## src/rtl/delay_sequence_detector.sv

```systemverilog
// delay_sequence_detector
// Watches the a/b handshake pair and recognises "a, then b exactly DELAY
// cycles later". Each recognised pair produces a one-cycle match pulse and
// bumps a saturating counter. A b with no a DELAY edges earlier raises a
// sticky orphan flag. A synchronous clear wipes all history and flags.

module delay_sequence_detector #(
  parameter int DELAY        = 1,
  parameter int COUNT_W      = 8,
  parameter bit CHECK_ORPHAN = 1'b1
) (
  input  logic               clk,
  input  logic               rst,
  input  logic               clear,
  input  logic               a,
  input  logic               b,
  output logic               match,
  output logic               pending,
  output logic [COUNT_W-1:0] match_count,
  output logic               count_sat,
  output logic               orphan_b
);

  // The shift register below is only meaningful for a DELAY of 1..16.
  generate
    if (DELAY < 1 || DELAY > 16) begin : g_bad_delay
      $error("delay_sequence_detector: DELAY must lie in 1..16");
    end
  endgenerate

  logic [DELAY-1:0]   hist_q;
  logic [DELAY-1:0]   hist_d;
  logic               match_q;
  logic               match_d;
  logic               pending_q;
  logic               pending_d;
  logic [COUNT_W-1:0] match_count_q;
  logic [COUNT_W-1:0] match_count_d;
  logic               count_sat_q;
  logic               count_sat_d;
  logic               orphan_q;
  logic               orphan_d;
  logic               start_due;
  logic               hit;

  // The oldest history bit holds the a sampled exactly DELAY edges ago.
  // A b on the same edge as an a only sees the old history, so an a can
  // never complete its own window.
  always_comb begin
    start_due = hist_q[DELAY-1];
    hit       = b && start_due && !clear;
  end

  // Shift a into the history; clear empties it and drops the a sampled now.
  always_comb begin
    hist_d    = '0;
    hist_d[0] = a;
    for (int k = 1; k < DELAY; k++) begin
      hist_d[k] = hist_q[k-1];
    end
    if (clear) begin
      hist_d = '0;
    end
  end

  // Pending reflects the history after this edge's shift: any a still
  // travelling toward its b slot keeps it high.
  always_comb begin
    pending_d = |hist_d;
  end

  // Match pulse follows the hit by one register stage.
  always_comb begin
    match_d = hit;
  end

  // Counter saturates at all-ones; the saturation flag tracks the new value
  // so both registers update together.
  always_comb begin
    match_count_d = match_count_q;
    if (clear) begin
      match_count_d = '0;
    end else if (hit && !(&match_count_q)) begin
      match_count_d = match_count_q + 1'b1;
    end
    count_sat_d = &match_count_d;
  end

  // Orphan flag is sticky until reset or clear; compiled out when disabled.
  always_comb begin
    orphan_d = orphan_q;
    if (clear) begin
      orphan_d = 1'b0;
    end else if (CHECK_ORPHAN && b && !start_due) begin
      orphan_d = 1'b1;
    end
  end

  // State registers with asynchronous reset.
  always_ff @(posedge clk or posedge rst) begin
    if (rst) begin
      hist_q        <= '0;
      match_q       <= 1'b0;
      pending_q     <= 1'b0;
      match_count_q <= '0;
      count_sat_q   <= 1'b0;
      orphan_q      <= 1'b0;
    end else begin
      hist_q        <= hist_d;
      match_q       <= match_d;
      pending_q     <= pending_d;
      match_count_q <= match_count_d;
      count_sat_q   <= count_sat_d;
      orphan_q      <= orphan_d;
    end
  end

  assign match       = match_q;
  assign pending     = pending_q;
  assign match_count = match_count_q;
  assign count_sat   = count_sat_q;
  assign orphan_b    = orphan_q;

endmodule

```

## config.mk

```make
export PLATFORM = sky130hd
export DESIGN_NAME = delay_sequence_detector
export DESIGN_NICKNAME = d
export VERILOG_FILES = /design/src/rtl/delay_sequence_detector.sv
export SDC_FILE = /design/constraint.sdc
export NUM_CORES = 1
export LEC_CHECK = 0
export BUFFER_PORTS_ARGS = -buffer_cell sky130_fd_sc_hd__buf_2
export CORE_MARGIN = 1
export CORE_UTILIZATION = 30
export DETAILED_ROUTE_END_ITERATION = 16
export PLACE_DENSITY = 0.46
export SETUP_SLACK_MARGIN = 0.15
export SYNTH_ARGS = -nofsm -noshare
export SYNTH_HDL_FRONTEND = slang
export SYNTH_SLANG_ARGS = --single-unit
```

## constraint.sdc

```tcl
create_clock -name clk -period 2.5 [get_ports clk]
set_input_delay 0 -clock clk [delete_from_list [all_inputs] [get_ports clk]]
set_output_delay 0 -clock clk [all_outputs]
set_load 0.02 [all_outputs]
```

-- After elaboration in Yosys (flattened, before gate mapping)
Index checks and enable logic that the tools add are counted.
- muxes and demuxes: 5
- add/subtract/negate cells: 1
- reduce and logical (&&, ||, !) cells: 10
- operator list (kind ; number):
    8-bit two-way mux ; 2
    8-bit AND reduction ; 2
    8-bit by 1-bit adder with 8-bit output, second input constant ; 1
    1-bit logical AND ; 4
    1-bit zero test ; 3
    1-bit two-way mux ; 3
    2-bit nonzero test ; 1
- output and inout port bits: 12
- input bits: 5
- register bits: 12

-- Logic depth before layout (Yosys ltp)
- depth after elaboration: 6
- mapped depth: 6
- mapped depth without buffers: 6

-- Worst setup path after synthesis
Ideal clock, no wire load.
- kind: register to register
- from: reg match_count_q[0], in the netlist match_count[0]
- to: reg count_sat_q, in the netlist count_sat
- arrival time: 1625 ps
- cell stages (with the launch flop): 7
- setup time: 80 ps
- slack: 795 ps
- clock period less this slack: 1705 ps
- data required time: 2420 ps
- buffers on the path: 0
- path through: dfrtp_1 ha_1 nand4_1 o211ai_2 mux2i_1 nand3_2 nor3_2
- cells in the longest elaborated chain, start to end: 6
- elaborated cells on any way between the ends: 7
- RTL lines (element ; RTL line ; RTL):
    start, declared ; 37 ; logic [COUNT_W-1:0] match_count_q;
    start signal, assigned ; 112 ; match_count_q <= match_count_d;
    branches (longest 3 deep; another with 8-bit by 1-bit adder with 8-bit output) ; - ;
    8-bit two-way mux (*) ; 83 ; end else if (hit && !(&match_count_q)) begin
    8-bit two-way mux (*) ; 81 ; if (clear) begin
    named net match_count_d[3] ; 38 ; logic [COUNT_W-1:0] match_count_d;
    8-bit AND reduction (*) ; 86 ; count_sat_d = &match_count_d;
    named net count_sat_d ; 40 ; logic count_sat_d;
    end signal, assigned ; 113 ; count_sat_q <= count_sat_d;
    end, declared ; 39 ; logic count_sat_q;
Mark *: on every way through the listed nets, which the timed path passes.
A chain may end at the register's enable or synchronous reset.

-- Worst setup path after layout
Ends and elaborated chain as after synthesis.

==> key figures <==
Outcome
  • Status: complete, no violations

Place
  • Gpl congestion: 0.719
  • DP Wirelength: 1080 um
  • Port bufs: 16
  • DP Area: 792 sq um

Timing
  • Worst hold slack: 40.3 ps
  • Final period util: 0.716
  • Fin Setup TNS: 0 ps
  • Maximum clock frequency: 558 MHz
  • Final Hold Viols: 0
  • Final-report max-slew violation count: 0
  • Clock skew: 10.3 ps
  • # setup viols final: 0
  • Crit path time final: 1790 ps
  • Max-slew headroom: 0.691
  • Worst-Margin Slew: 464 ps
  • RSZ-0062 raised after global routing: no

Synth
  • Synth top area share: 0.440
  • Yosys warnings: 0
  • Leading post-synthesis cells by cell area: dfrtp_1 44%, a2111oi_4 4.0%, mux2i_1 2.9%
  • Syn Nets: 70
  • Most frequent cells after synthesis: 12 x dfrtp_1, 4 x inv_1, 4 x nand3_1
  • Flop and latch count out of synthesis: 12
  • Mapped Avg Cell Area: 10.7 sq um
  • Count leader, synth: dfrtp_1
  • Async S/R FF share, synth: 1.00
  • Post-synth EDFFs: 0
  • Sequential area share after synthesis: 0.440
  • Yosys top cell by area: dfrtp_1
  • Post-Synthesis Cells: 64
  • Cell area after synthesis: 683 sq um
  • Post-synth cell types: 36
  • Top_reg_cell synth: dfrtp_1

Setup path
  • Critical path type: reg -> reg
  • Crit path max fanout: 7
  • Worst path required time: 2700 ps
  • CP endpoint kind: flip-flop
  • CP Launch Type: flip-flop
  • Worst Path Arrival: 1990 ps

Floorplan
  • Starting Density: 0.335
  • IO Pins: 17
  • Rows: 16
  • Die width: 49.7 um
  • Die Span Y: 49.7 um
  • Core ar.: 2040 sq um
  • Die ar.: 2470 sq um

Route
  • Drt pass-1 iters: 4
  • Met1 Wirelength: 718 um
  • Starting DRT DRC Count: 4
  • Routed WL: 1460 um
  • Met3 WL: 55 um
  • Post-route ant nets: 0
  • DR top layer: met4
  • Via Count: 563
  • Post-route DRC: 0
  • Avg Vias per Cell: 5.07
  • Wire per inst: 13.2 um
  • Met2 WL: 672 um

Finish
  • Area delta synth->final: 22.2%
  • Antenna diodes: 0
  • Finished Cell Area: 835 sq um
  • Util after Layout: 0.409
  • Layout cell share with drive strength beyond 1: 0.357
  • Nets: 92

Worst hold path
  • HP Class: in -> reg

Clock network
  • Later-pin clock latency in the skew report: 270 ps
  • Clk sink count: 12
  • CTS Buf Count: 3
  • TritonCTS clock tree: yes
  • PostCTS Resize Cnt: 0
  • CTS root buf: clkbuf_4
  • Clock Tree Buf Depth: 2
  • Clock transition at path regs: 80 ps
  • H-tree depth: 1

Flow run
  • MaxCap Viol Count: 0

GRT
  • Initial antenna violation count: 0
  • Largest net degree at the start of global routing: 13
  • Total GRT Usage: 0.135
  • First-pass GRT wire length: 2480 um
  • GRT overflow: 0
  • Number of global-route vias before repair: 521

Power
  • Pwr dens: 417 nW/um^2
  • Peak supply drop: 0.000394 V
  • LEAKAGE: 0.399 nW
## per-layer routing
metal	vias to the layer above	global-route usage
met2	12	0.218
met3	2	0.0463
met1	272	0.168
met5	-	0
li1	277	-
met4	0	0.0429
## layout by cell type, fill, tap and decap left out, types with 2 or more instances in the layout
| cell | n |
|---|---|
| nor2_1 | 3 |
| mux2i_1 | 2 |
| and3_1 | 3 |
| buf_2 | 16 |
| nand4_1 | 2 |
| nor3_2 | 2 |
| dfrtp_1 | 12 |
| nor2b_1 | 3 |
| inv_1 | 4 |
| nand3_1 | 4 |
| dlygate4sd3_1 | 2 |
| a21oi_1 | 2 |
| clkbuf_4 | 3 |
| nand2_1 | 2 |
## timing repair
item                                   4_1_cts  5_1_grt
setup buffers                                0        0
hold buffers                                 2        0
endpoints found under the hold margin       13        0
## worst paths after layout
| check | start | slack [ps] | end | cells past startpoint |
|---|---|---|---|---|
| worst min register to register | orphan_b$_DFFE_PP0P_ | 490 | orphan_b$_DFFE_PP0P_ | 2 |
| worst min-delay path | b | 40 | orphan_b$_DFFE_PP0P_ | 3 |
| min in group asynchronous | rst | 270 | match_count[7]$_DFF_PP0_ | 3 |
| worst max register to register | match_count[0]$_DFF_PP0_ | 710 | count_sat$_DFF_PP0_ | 6 |
| worst max-delay path | match_count[0]$_DFF_PP0_ | 710 | count_sat$_DFF_PP0_ | 6 |
| max in group asynchronous | rst | 1900 | pending$_DFF_PP0_ | 3 |
## critical path, stage by stage, from the launching register on
cell and delay, ps:
dfrtp_1 440, ha_1 200, nand4_1 260, o211ai_2 270, mux2i_1 280, nand3_2 100, nor3_2 170
## layout make-up
type	instances	area, sq um
clock buffers	3	22.5
flip-flops and latches	12	300
multi-input cells	46	359
repair buffers	18	100
well taps	27	33.8
fillers	217	1210
inverters	5	18.8
## report_power, final
group          leakage, nW  total [mW]  internal, mW  switching, mW
Combinational        0.221      0.0310        0.0121         0.0189
Clock               0.0138       0.116        0.0557         0.0599
Sequential           0.165       0.202         0.198        0.00393
## per-stage QoR
stage	instances	total power, mW	setup WS, ps
finish	111	0.348	709
global route	111	0.370	563
CTS	111	0.355	700
detailed placement	106	0.235	724
global placement	106	0.235	733
floorplan	64	0.223	795
## state kept, by name, summed over array words and instances (netlist names)
register	count
match_count	8
count_sat	1
match	1
orphan_b	1
pending	1
## logic make-up after synthesis
group	after synthesis	share of synthesized area
and+or+nand+nor	31	0.313
adders and majority gates	1	0.0183
DFF	12	0.440
buffers and inverters	6	0.0348
AOI/OAI and AO/OA	10	0.136
xor gates and xnor gates	1	0.0128
muxes	3	0.0458
Note: power is estimated with default switching activity, not from simulation.
